### src/rtl/moving_average_n.sv
// moving_average_n: streaming 2^LOG2_DEPTH-sample moving average using a running sum and a delay line.
// Define MOVAVG_ROUND_EN to get round-half-up on out_data instead of floor.
module moving_average_n #(
    parameter int DATA_W     = 8,
    parameter int LOG2_DEPTH = 2,
    localparam int SUM_W     = DATA_W + LOG2_DEPTH
) (
    input  logic                     system1000,
    input  logic                     system1000_rstn,
    input  logic                     clear,
    input  logic                     in_valid,
    input  logic signed [DATA_W-1:0] in_data,
    output logic                     out_valid,
    output logic signed [DATA_W-1:0] out_data,
    output logic signed [SUM_W-1:0]  out_sum,
    output logic                     out_full
);
    localparam int DEPTH = 1 << LOG2_DEPTH;
    localparam logic [LOG2_DEPTH:0] DEPTH_C = (LOG2_DEPTH + 1)'(DEPTH);

    logic signed [DATA_W-1:0] dly_q [DEPTH];
    logic signed [SUM_W-1:0]  sum_q, sum_d;
    logic [LOG2_DEPTH:0]      fill_q, fill_d;
    logic signed [DATA_W-1:0] mean_q, mean_d;
    logic                     valid_q, full_q;

    // Zero-filled empty slots make the subtraction correct while the window fills.
    assign sum_d  = sum_q + SUM_W'(in_data) - SUM_W'(dly_q[DEPTH-1]);
    assign fill_d = (fill_q == DEPTH_C) ? fill_q : fill_q + 1'b1;

`ifdef MOVAVG_ROUND_EN
    localparam logic signed [SUM_W:0] HALF  = (SUM_W + 1)'((1 << LOG2_DEPTH) >> 1);
    localparam logic signed [SUM_W:0] MAX_V = (SUM_W + 1)'((1 << (DATA_W - 1)) - 1);
    localparam logic signed [SUM_W:0] MIN_V = -MAX_V - 1;
    logic signed [SUM_W:0] rnd;
    assign rnd    = ((SUM_W + 1)'(sum_d) + HALF) >>> LOG2_DEPTH;
    assign mean_d = (rnd > MAX_V) ? DATA_W'(MAX_V) : (rnd < MIN_V) ? DATA_W'(MIN_V) : DATA_W'(rnd);
`else
    assign mean_d = DATA_W'(sum_d >>> LOG2_DEPTH);
`endif

    always_ff @(posedge system1000 or negedge system1000_rstn) begin
        if (!system1000_rstn) begin
            for (int i = 0; i < DEPTH; i++) dly_q[i] <= '0;
            sum_q   <= '0;
            fill_q  <= '0;
            mean_q  <= '0;
            valid_q <= 1'b0;
            full_q  <= 1'b0;
        end else if (clear) begin
            for (int i = 0; i < DEPTH; i++) dly_q[i] <= '0;
            sum_q   <= '0;
            fill_q  <= '0;
            mean_q  <= '0;
            valid_q <= 1'b0;
            full_q  <= 1'b0;
        end else begin
            valid_q <= in_valid;
            if (in_valid) begin
                dly_q[0] <= in_data;
                for (int i = 1; i < DEPTH; i++) dly_q[i] <= dly_q[i-1];
                sum_q  <= sum_d;
                fill_q <= fill_d;
                mean_q <= mean_d;
                full_q <= (fill_d == DEPTH_C);
            end
        end
    end

    assign out_valid = valid_q;
    assign out_data  = mean_q;
    assign out_sum   = sum_q;
    assign out_full  = full_q;
endmodule

### config.mk
export PLATFORM = sky130hd
export DESIGN_NAME = moving_average_n
export DESIGN_NICKNAME = d
export VERILOG_FILES = /design/src/rtl/moving_average_n.sv
export SDC_FILE = /design/constraint.sdc
export NUM_CORES = 1
export LEC_CHECK = 0
export ABC_AREA = 1
export CAP_MARGIN = 20
export CORE_MARGIN = 10
export CORE_UTILIZATION = 34
export DETAILED_ROUTE_END_ITERATION = 6
export GPL_TIMING_DRIVEN = 0
export PLACE_DENSITY = 0.56
export SETUP_SLACK_MARGIN = 0.4
export SYNTH_ARGS = -nofsm -noshare
export SYNTH_HDL_FRONTEND = slang
export SYNTH_SLANG_ARGS = --single-unit
### constraint.sdc
create_clock -name system1000 -period 1.8 [get_ports system1000]
set_input_delay 0.36 -clock system1000 [delete_from_list [all_inputs] [get_ports system1000]]
set_output_delay 0.36 -clock system1000 [all_outputs]
set_load 0.1 [all_outputs]
# [Word-level counts from Yosys, hierarchy flattened]
# Index checks and enable logic that the tools add are counted.
[totals] input_bits=12 output_inout_bits=20 ff_bits=55 word_cells=27
[op_classes] muxes=12 n_addsub=3 n_reduce_logical=1 n_eq_ne=2
[op_table] operator="32-bit two-way mux" count=2
[op_table] operator="10-bit two-way mux" count=2
[op_table] operator="8-bit two-way mux" count=2
[op_table] operator="10-bit by 8-bit adder with 10-bit output" count=1
[op_table] operator="10-bit by 8-bit subtractor with 10-bit output" count=1
[op_table] operator="3-bit two-way mux" count=3
[op_table] operator="3-bit == test (second input constant)" count=2
[op_table] operator="3-bit by 1-bit adder with 3-bit output (second input constant)" count=1
[op_table] operator="1-bit two-way mux" count=3
[op_table] operator="2-bit nonzero test" count=1

# [Longest topological paths before layout]
# Gate-level depths: netlist of the first run.
[logic_depth] ltp_word=5 ltp_mapped=13 mapped_depth_nobuf=13

# [Worst setup path before layout of the first run]
# No wires, ideal clock.
[synth_path] path_kind="register to register" start="reg sum_q[1], in the netlist out_sum[1]" end="reg sum_q[6], in the netlist out_sum[6]" path_stages_with_launch=11 slack_ns=-0.878 period_less_slack_ns=2.678 arrival_ns=2.558 required_time_ns=1.680 n_path_buf=0 setup_ns=0.120 cell_sequence="dfrtp_1 > inv_1 > fa_1 > inv_1 > fa_1 > nand3_1 > nand2_1 > nand3_1 > nand3b_1 > nand3_1 > nand2_1"
[synth_via] elab_chain_len=4
[synth_rtl] item="from (decl)" line_no="22" source="logic signed [SUM_W-1:0] sum_q, sum_d;"
[synth_rtl] item="from (signal assigned)" line_no="62" source="sum_q <= sum_d;"
[synth_rtl] item="10-bit by 8-bit adder with 10-bit output" line_no="28" source="assign sum_d = sum_q + SUM_W'(in_data) - SUM_W'(dly_q[DEPTH-1]);"
[synth_rtl] item="10-bit by 8-bit subtractor with 10-bit output" line_no="28"
[synth_rtl] item="10-bit two-way mux" line_no="59" source="if (in_valid) begin"
[synth_rtl] item="10-bit two-way mux" line_no="50" source="end else if (clear) begin"
# No other way between the ends. The select of a mux whose other input is x is not followed.
# A chain may end at the register's enable or synchronous reset.

# [Worst setup path after layout of the first run]
[layout_path] start="reg sum_q[3], in the netlist out_sum[3]" end="reg sum_q[9], in the netlist out_sum[9]"
# The elaborated chain is that of the path after synthesis.

==> results.py, run 1 <==
metrics = {
    "power": {
        "p_sw_share_pct": 43.1,
        "power_uw": 5310,
        "clockPowerShare_pct": 17.4,
        "p_leak_uw": 0.00176,
        "ir_worst_vdd_mv": 0.567,
        "p_int_uw": 3020,
        "share_comb_of_total_power_pct": 59.1,
        "sequentialPowerShare_pct": 23.5,
        "switchingPower_uw": 2290,
        "pwr_density_cell_mw_per_mm2": 1380,
    },
    "placement": {
        "io_buffers": 31,
        "routabilityCongestion": 0.730,
        "hpwl_um": 4410,
        "post-place-ws_ns": -0.708,
        "placed_area_mm2": 0.00326,
    },
    "critical_path": {
        "endpoint_kind": "register",
        "crit_top_cell": "nand2_2",
        "required_ns": 2.00,
        "r2r_start": "out_sum[3]",
        "cpPeakStageDelay_ns": 0.49,
        "r2r-end": "out_sum[9]",
        "path_class": "reg2reg",
        "path_cells": "inv_2 > fa_1 > inv_2 > ha_4 > nand2_4 > clkinv_4 > nand2_2 > nand2_2 > nand2_2 > nand4_1 > nand3_1 > nand2_1",
        "startpoint_type": "register",
        "cpMaxStageDelayCell": "dfrtp_4",
        "rrSetupSlack_ns": -0.18,
        "worst_ep_arrival_time_ns": 2.18,
        "crit_path_max_fanout": 4,
        "r2r_cells": 12,
        "worstSetupStartpoint": "out_sum[3]",
    },
    "sta": {
        "max_slew_margin_pct": 65.8,
        "final_max_slew_viol_count": 0,
        "setup_viol_count_final": 8,
        "fmax_mhz": 506,
        "setup_slack_ns": -0.176,
        "fin_crit_ns": 1.98,
        "finalCritPeriodShare_pct": 110,
        "worstMarginPinSlew_ns": 0.513,
        "timing.hold.ws_ns": 0.0113,
        "final-hold-violation-count": 0,
        "rsz0062_at_grt": "yes",
        "finalClockSkew_ns": 0.00463,
    },
    "die": {
        "fp.dieW_um": 107,
        "die_height_um": 107,
        "io_pins": 32,
        "initial_utilization_pct": 35.4,
        "core_mm2": 0.00733,
        "die-area_mm2": 0.0115,
        "row_count": 31,
    },
    "yosys": {
        "synth.avg_cell_area_um2": 8.67,
        "synth.top_cell.area_share_pct": 45.4,
        "synth_top_cells_by_area": "dfrtp_1, inv_1, nand2_1",
        "synth_cell_types": 25,
        "yosys_warnings": 0,
        "synth-seq-cells": 47,
        "syn_area_mm2": 0.00259,
        "synth-edff-count": 0,
        "yosys-top-cells-count": "inv_1, nand2_1, dfrtp_1, o22ai_1, ha_1",
        "ys.flop_type": "dfrtp_1",
        "synth_fp_nets": 333,
        "synth_area_leader_cell": "dfrtp_1",
        "yosysMostFrequentCell": "inv_1",
        "syn-instance-count": 299,
        "synth-seq-area-share_pct": 45.4,
        "synthArstFlopShare_pct": 100,
    },
    "job": {
        "maxCapViolations": 0,
    },
    "detailed_routing": {
        "avgRoutedWirePerCell_um": 13.0,
        "drt.antenna.violating_nets": 0,
        "drcViolationCount": 0,
        "vias": 2066,
        "wl_um": 5980,
        "routed_via_density": 4.50,
        "drtIter0Drc": 117,
        "dr.pass1.iters": 4,
    },
    "clocking": {
        "clockBufferDepth": 2,
        "cts_tree": "yes",
        "clock_latency_ns": 0.30,
        "cts_buffers": 5,
        "root_buffer": "clkbuf_8",
        "clock_sinks": 47,
        "ctsHoldBuffers": 0,
        "cts_htree_levels": 2,
        "clkTransAtPathRegs_ns": 0.09,
    },
    "status": {
        "status": "complete, but fails checks",
        "violations": "setup timing",
    },
    "final_layout": {
        "final_area_mm2": 0.00384,
        "final_nets": 393,
        "drive_gt1_share_pct": 41.4,
        "area_growth_pct": 48.3,
        "antenna_cells": 0,
    },
    "grt": {
        "grt_pass1_vias": 2115,
        "antenna_found_initial": 0,
        "grt_pass1_wl_um": 10200,
        "grt_max_degree": 28,
        "grt_util_all_layers_pct": 11.0,
        "gr-total-overflow": 0,
    },
    "hold_path": {
        "holdCritPathClass": "in2async",
    },
}
-- metrics by stage --
| stage | std cells | utilization, % | setup TNS, ns |
|---|---|---|---|
| final | 459 | 52.4 | -0.915 |
| after global routing | 459 | 52.4 | -1.75 |
| after CTS | 452 | 50.7 | -1.37 |
| after detailed placement | 430 | 44.4 | -7.93 |
| after global placement | 429 | 44.2 | -59.06 |
| after floorplan | 299 | - | -1.77 |
-- metal layers --
layer	vias up	wire length, um	GRT usage [%]
met3	8	165	2.40
met1	986	2780	13.8
met2	24	2940	17.7
met5	-	0	0
met4	0	99	4.84
li1	1048	-	-
-- power by group through the flow --
| stage | registers [uW] | clock network [uW] | logic [uW] |
|---|---|---|---|
| 2_1_floorplan | 1680 | 0 | 1560 |
| 4_1_cts | 1250 | 947 | 2960 |
| 3_5_place_dp | 1270 | 0 | 2450 |
| 5_1_grt | 1260 | 977 | 3370 |
| 3_3_place_gp | 1270 | 0 | 2420 |
| 6_report | 1250 | 924 | 3140 |
-- sequential cells by signal, indices dropped and copies added (netlist names) --
signal	flops
dly_q	32
fill_q	3
out_full	1
out_sum	10
out_valid	1
-- layout make-up --
type                       instances  area, um^2
buffer                            16         129
clock buffer                       6        72.6
clock inverter                     2        60.1
fill                             667        3490
inverter                          75         289
multi-input combinational        161        1330
sequential                        47        1210
tap                               99         124
timing repair buffer              53         629
-- worst max path at each step --
stage,slack (ns),endpoint,cells past startpoint
finish,-0.18,out_sum[9],12
global route,-0.25,out_sum[7],11
CTS,-0.22,out_sum[9],13
detailed placement,-0.71,out_sum[9],12
global placement,-1.35,out_sum[7],1
floorplan,-0.27,out_sum[9],11
-- worst max-delay path: cells and delay by family (launching register included) --
| kind | cells | cell delay, ns |
|---|---|---|
| adder cells (fa/ha/maj) | 2 | 0.63 |
| flip-flops | 1 | 0.49 |
| AND/OR/NAND/NOR | 7 | 0.54 |
| buffers and inverters | 3 | 0.21 |
-- kinds of logic after synthesis --
kind of cell | synth area share, %
AOI/OAI and AO/OA | 11.4
xor gates and xnor gates | 0.338
adders and majority gates | 13.2
buffers and inverters | 14.8
DFF | 45.4
and+or+nand+nor | 14.8
-- what timing repair did --
item                                    in CTS  in global routing
pin swaps                                   31                 21
resized for setup                          195                 26
endpoints found under the hold margin        0                  0
buffers inserted                            14                  7
endpoints found under the setup margin      29                 37
-- layout by cell type (no fill, tap or decap), types with 2 or more instances in the layout --
cell	netlist	layout
bufinv_16	0	2
inv_2	1	24
o22ai_1	30	28
a21oi_4	0	3
nand2_1	58	45
o22ai_2	0	2
buf_12	0	15
dfrtp_4	0	10
nand2_4	0	5
o21ai_1	0	2
inv_1	73	49
nor2_4	1	3
buf_6	0	15
ha_1	13	3
nand3b_1	3	3
dlygate4sd2_1	0	7
clkbuf_8	0	5
ha_4	0	10
a21oi_2	1	2
fa_1	9	8
clkdlybuf4s50_1	0	3
buf_2	6	7
buf_4	9	21
nor2_1	8	4
nand3_2	1	4
nand3_4	0	2
o21ai_0	12	10
dfrtp_1	47	37
nor2_2	2	4
nand2_2	3	11
nand3_1	11	6
Power figures use the tool's default switching activity.
==> inputs of run 2 (changes only) <==
--- a/config.mk
+++ b/config.mk
@@ -6,7 +6,6 @@
 export NUM_CORES = 1
 export LEC_CHECK = 0
 export ABC_AREA = 1
-export CAP_MARGIN = 20
 export CORE_MARGIN = 10
 export CORE_UTILIZATION = 34
 export DETAILED_ROUTE_END_ITERATION = 6
==> results of run 2 <==
No change in the layout: final DEF, timing and power equal those of run 1.
==> RTL change: new RTL, config.mk and constraints of run 1 <==
Set the parameter `DATA_W` to 9 (it was 8).
--- a/src/rtl/moving_average_n.sv
+++ b/src/rtl/moving_average_n.sv
@@ -2,5 +2,5 @@
 // Define MOVAVG_ROUND_EN to get round-half-up on out_data instead of floor.
 module moving_average_n #(
-    parameter int DATA_W     = 8,
+    parameter int DATA_W     = 9,
     parameter int LOG2_DEPTH = 2,
     localparam int SUM_W     = DATA_W + LOG2_DEPTH
Interface: changed (resized in_data, out_data and out_sum); port bits go from 32 to 35. No check against the original RTL was run, so the function may have changed too.
==> RTL change against run 1 <==
The flow finishes with violations (negative hold slack, negative setup slack). Area after synthesis up 13%. Critical path depth down 1. Cell area up 12%. Worst setup slack worse by 0.088 ns. Core utilization down 0.59 points. Power up 9.1%. Sequential cell count up 5. Routed wire length up 17%. Critical endpoint is now out_sum[6]. Largest cell class unchanged. Largest power group unchanged.
==> RTL change: results (changes against run 1) <==
| Metric | Value |
|---|---|
| Mean Syn Cell Area | 8.42 um^2 (was 8.67 um^2) |
| Synth top area cells | dfrtp_1, inv_1, nand2_1 (unchanged) |
| Most instantiated cells after synthesis | inv_1, nand2_1, dfrtp_1 (unchanged) |
| Vias in the first global route | 2460 (was 2115) |
| Pre-antenna DRT Iters | 5 (was 4) |
| Placed cells | 487 (was 430) |
| Syn nets | 384 (was 333) |
| Failing checks | negative hold slack, negative setup slack (was negative setup slack) |
| Worst-Margin Slew | 0.483 ns (was 0.513 ns) |
| Hold WS | -0.00457 ns (was 0.0113 ns) |
| Dpl hpwl | 5200 um (was 4410 um) |
| CP Capture Point | out_sum[6] (was out_sum[9]) |
| Setup TNS | -1.61 ns (was -0.915 ns) |
| Max reg flops | 36 (was 32) |
| Reg2Reg Depth | 11 (was 12) |
| Final hold violations | 5 (was 0) |
| Layout Nets | 450 (was 393) |
| Largest net degree at the start of global routing | 34 (was 28) |
| Pwr dens | 1350 mW/mm^2 (was 1380 mW/mm^2) |
| Setup slack after layout | -0.264 ns (was -0.176 ns) |
| DP Worst Slack | -0.772 ns (was -0.708 ns) |
| GRT Total Usage | 11.4% (was 11.0%) |
| Routed len/inst | 13.5 um (was 13.0 um) |
| Critical path peak fanout | 3 (was 4) |
| Clk_skew | 0.0109 ns (was 0.00463 ns) |
| Outcome | complete, but fails checks (unchanged) |
| CP startpoint | out_sum[1] (was out_sum[3]) |
| Share of cells above drive strength 1 | 40.6% (was 41.4%) |
| Area of placed instances | 0.00363 mm^2 (was 0.00326 mm^2) |
| First-pass GRT wire length | 11900 um (was 10200 um) |
| Final setup fails | 9 (was 8) |
| PortBufs | 34 (was 31) |
| Number of DRC markers in iteration 0 | 76 (was 117) |
| DR vias | 2378 (was 2066) |
## RTL change: changes by cell type after synthesis, moves of 2 or more
cell,change
inv_1,+16
nand2_1,+16
nor2_1,+7
dfrtp_1,+5
o22ai_1,+4
buf_6,+2
nand2_2,-2
## RTL change: cells by family after synthesis
family,after synthesis,synth area share [%]
XOR/XNOR,1,0.300
AND/OR/NAND/NOR,109,15.6
adder cells (fa/ha/maj),24,12.9
flip-flops,52,44.6
buffers and inverters,108,15.9
AO/OA/AOI/OAI,53,10.8
## RTL change: per-layer routing
metal  track usage (%)  part of all wire, %  up-vias
met5                 0                    0        -
met4              3.89                  2.0        0
met3              1.97                  2.2       11
met2              18.7                   49       29
met1              14.7                   47     1142
li1                  -                    -     1196
## RTL change: how the worst min path moves through the flow
stage	from	to	slack (ns)	cells after the start
final	system1000_rstn	out_sum[3]	-0.005	1
after floorplan	system1000_rstn	dly_q[0]	0.06	0
after global placement	out_full	out_full	0.47	2
after CTS	system1000_rstn	out_sum[3]	0.009	1
after global routing	system1000_rstn	dly_q[18]	0.01	1
after detailed placement	system1000_rstn	out_sum[9]	0.35	1
## RTL change: final cells by class
cell class                 instances  area, um^2
inverter                          90         355
sequential                        52        1340
multi-input combinational        187        1490
tap                              105         131
clock buffer                       5        68.8
buffer                            18         163
clock inverter                     3        21.3
timing repair buffer              59         728
fill                             785        4000
## RTL change: what timing repair did
item | in CTS | in global routing
gates resized for setup | 215 | 49
setup endpoints to repair | 32 | 34
gates cloned | 0 | 0
setup buffers | 14 | 10
pin swaps | 43 | 28
## RTL change: critical path: cells and delay by family, from the launching register on
| family | cells | cell delay [ns] |
|---|---|---|
| flops | 1 | 0.50 |
| buf+inv | 2 | 0.15 |
| simple gates | 6 | 0.43 |
| fa+ha+maj | 2 | 0.82 |
| compound gates | 1 | 0.05 |
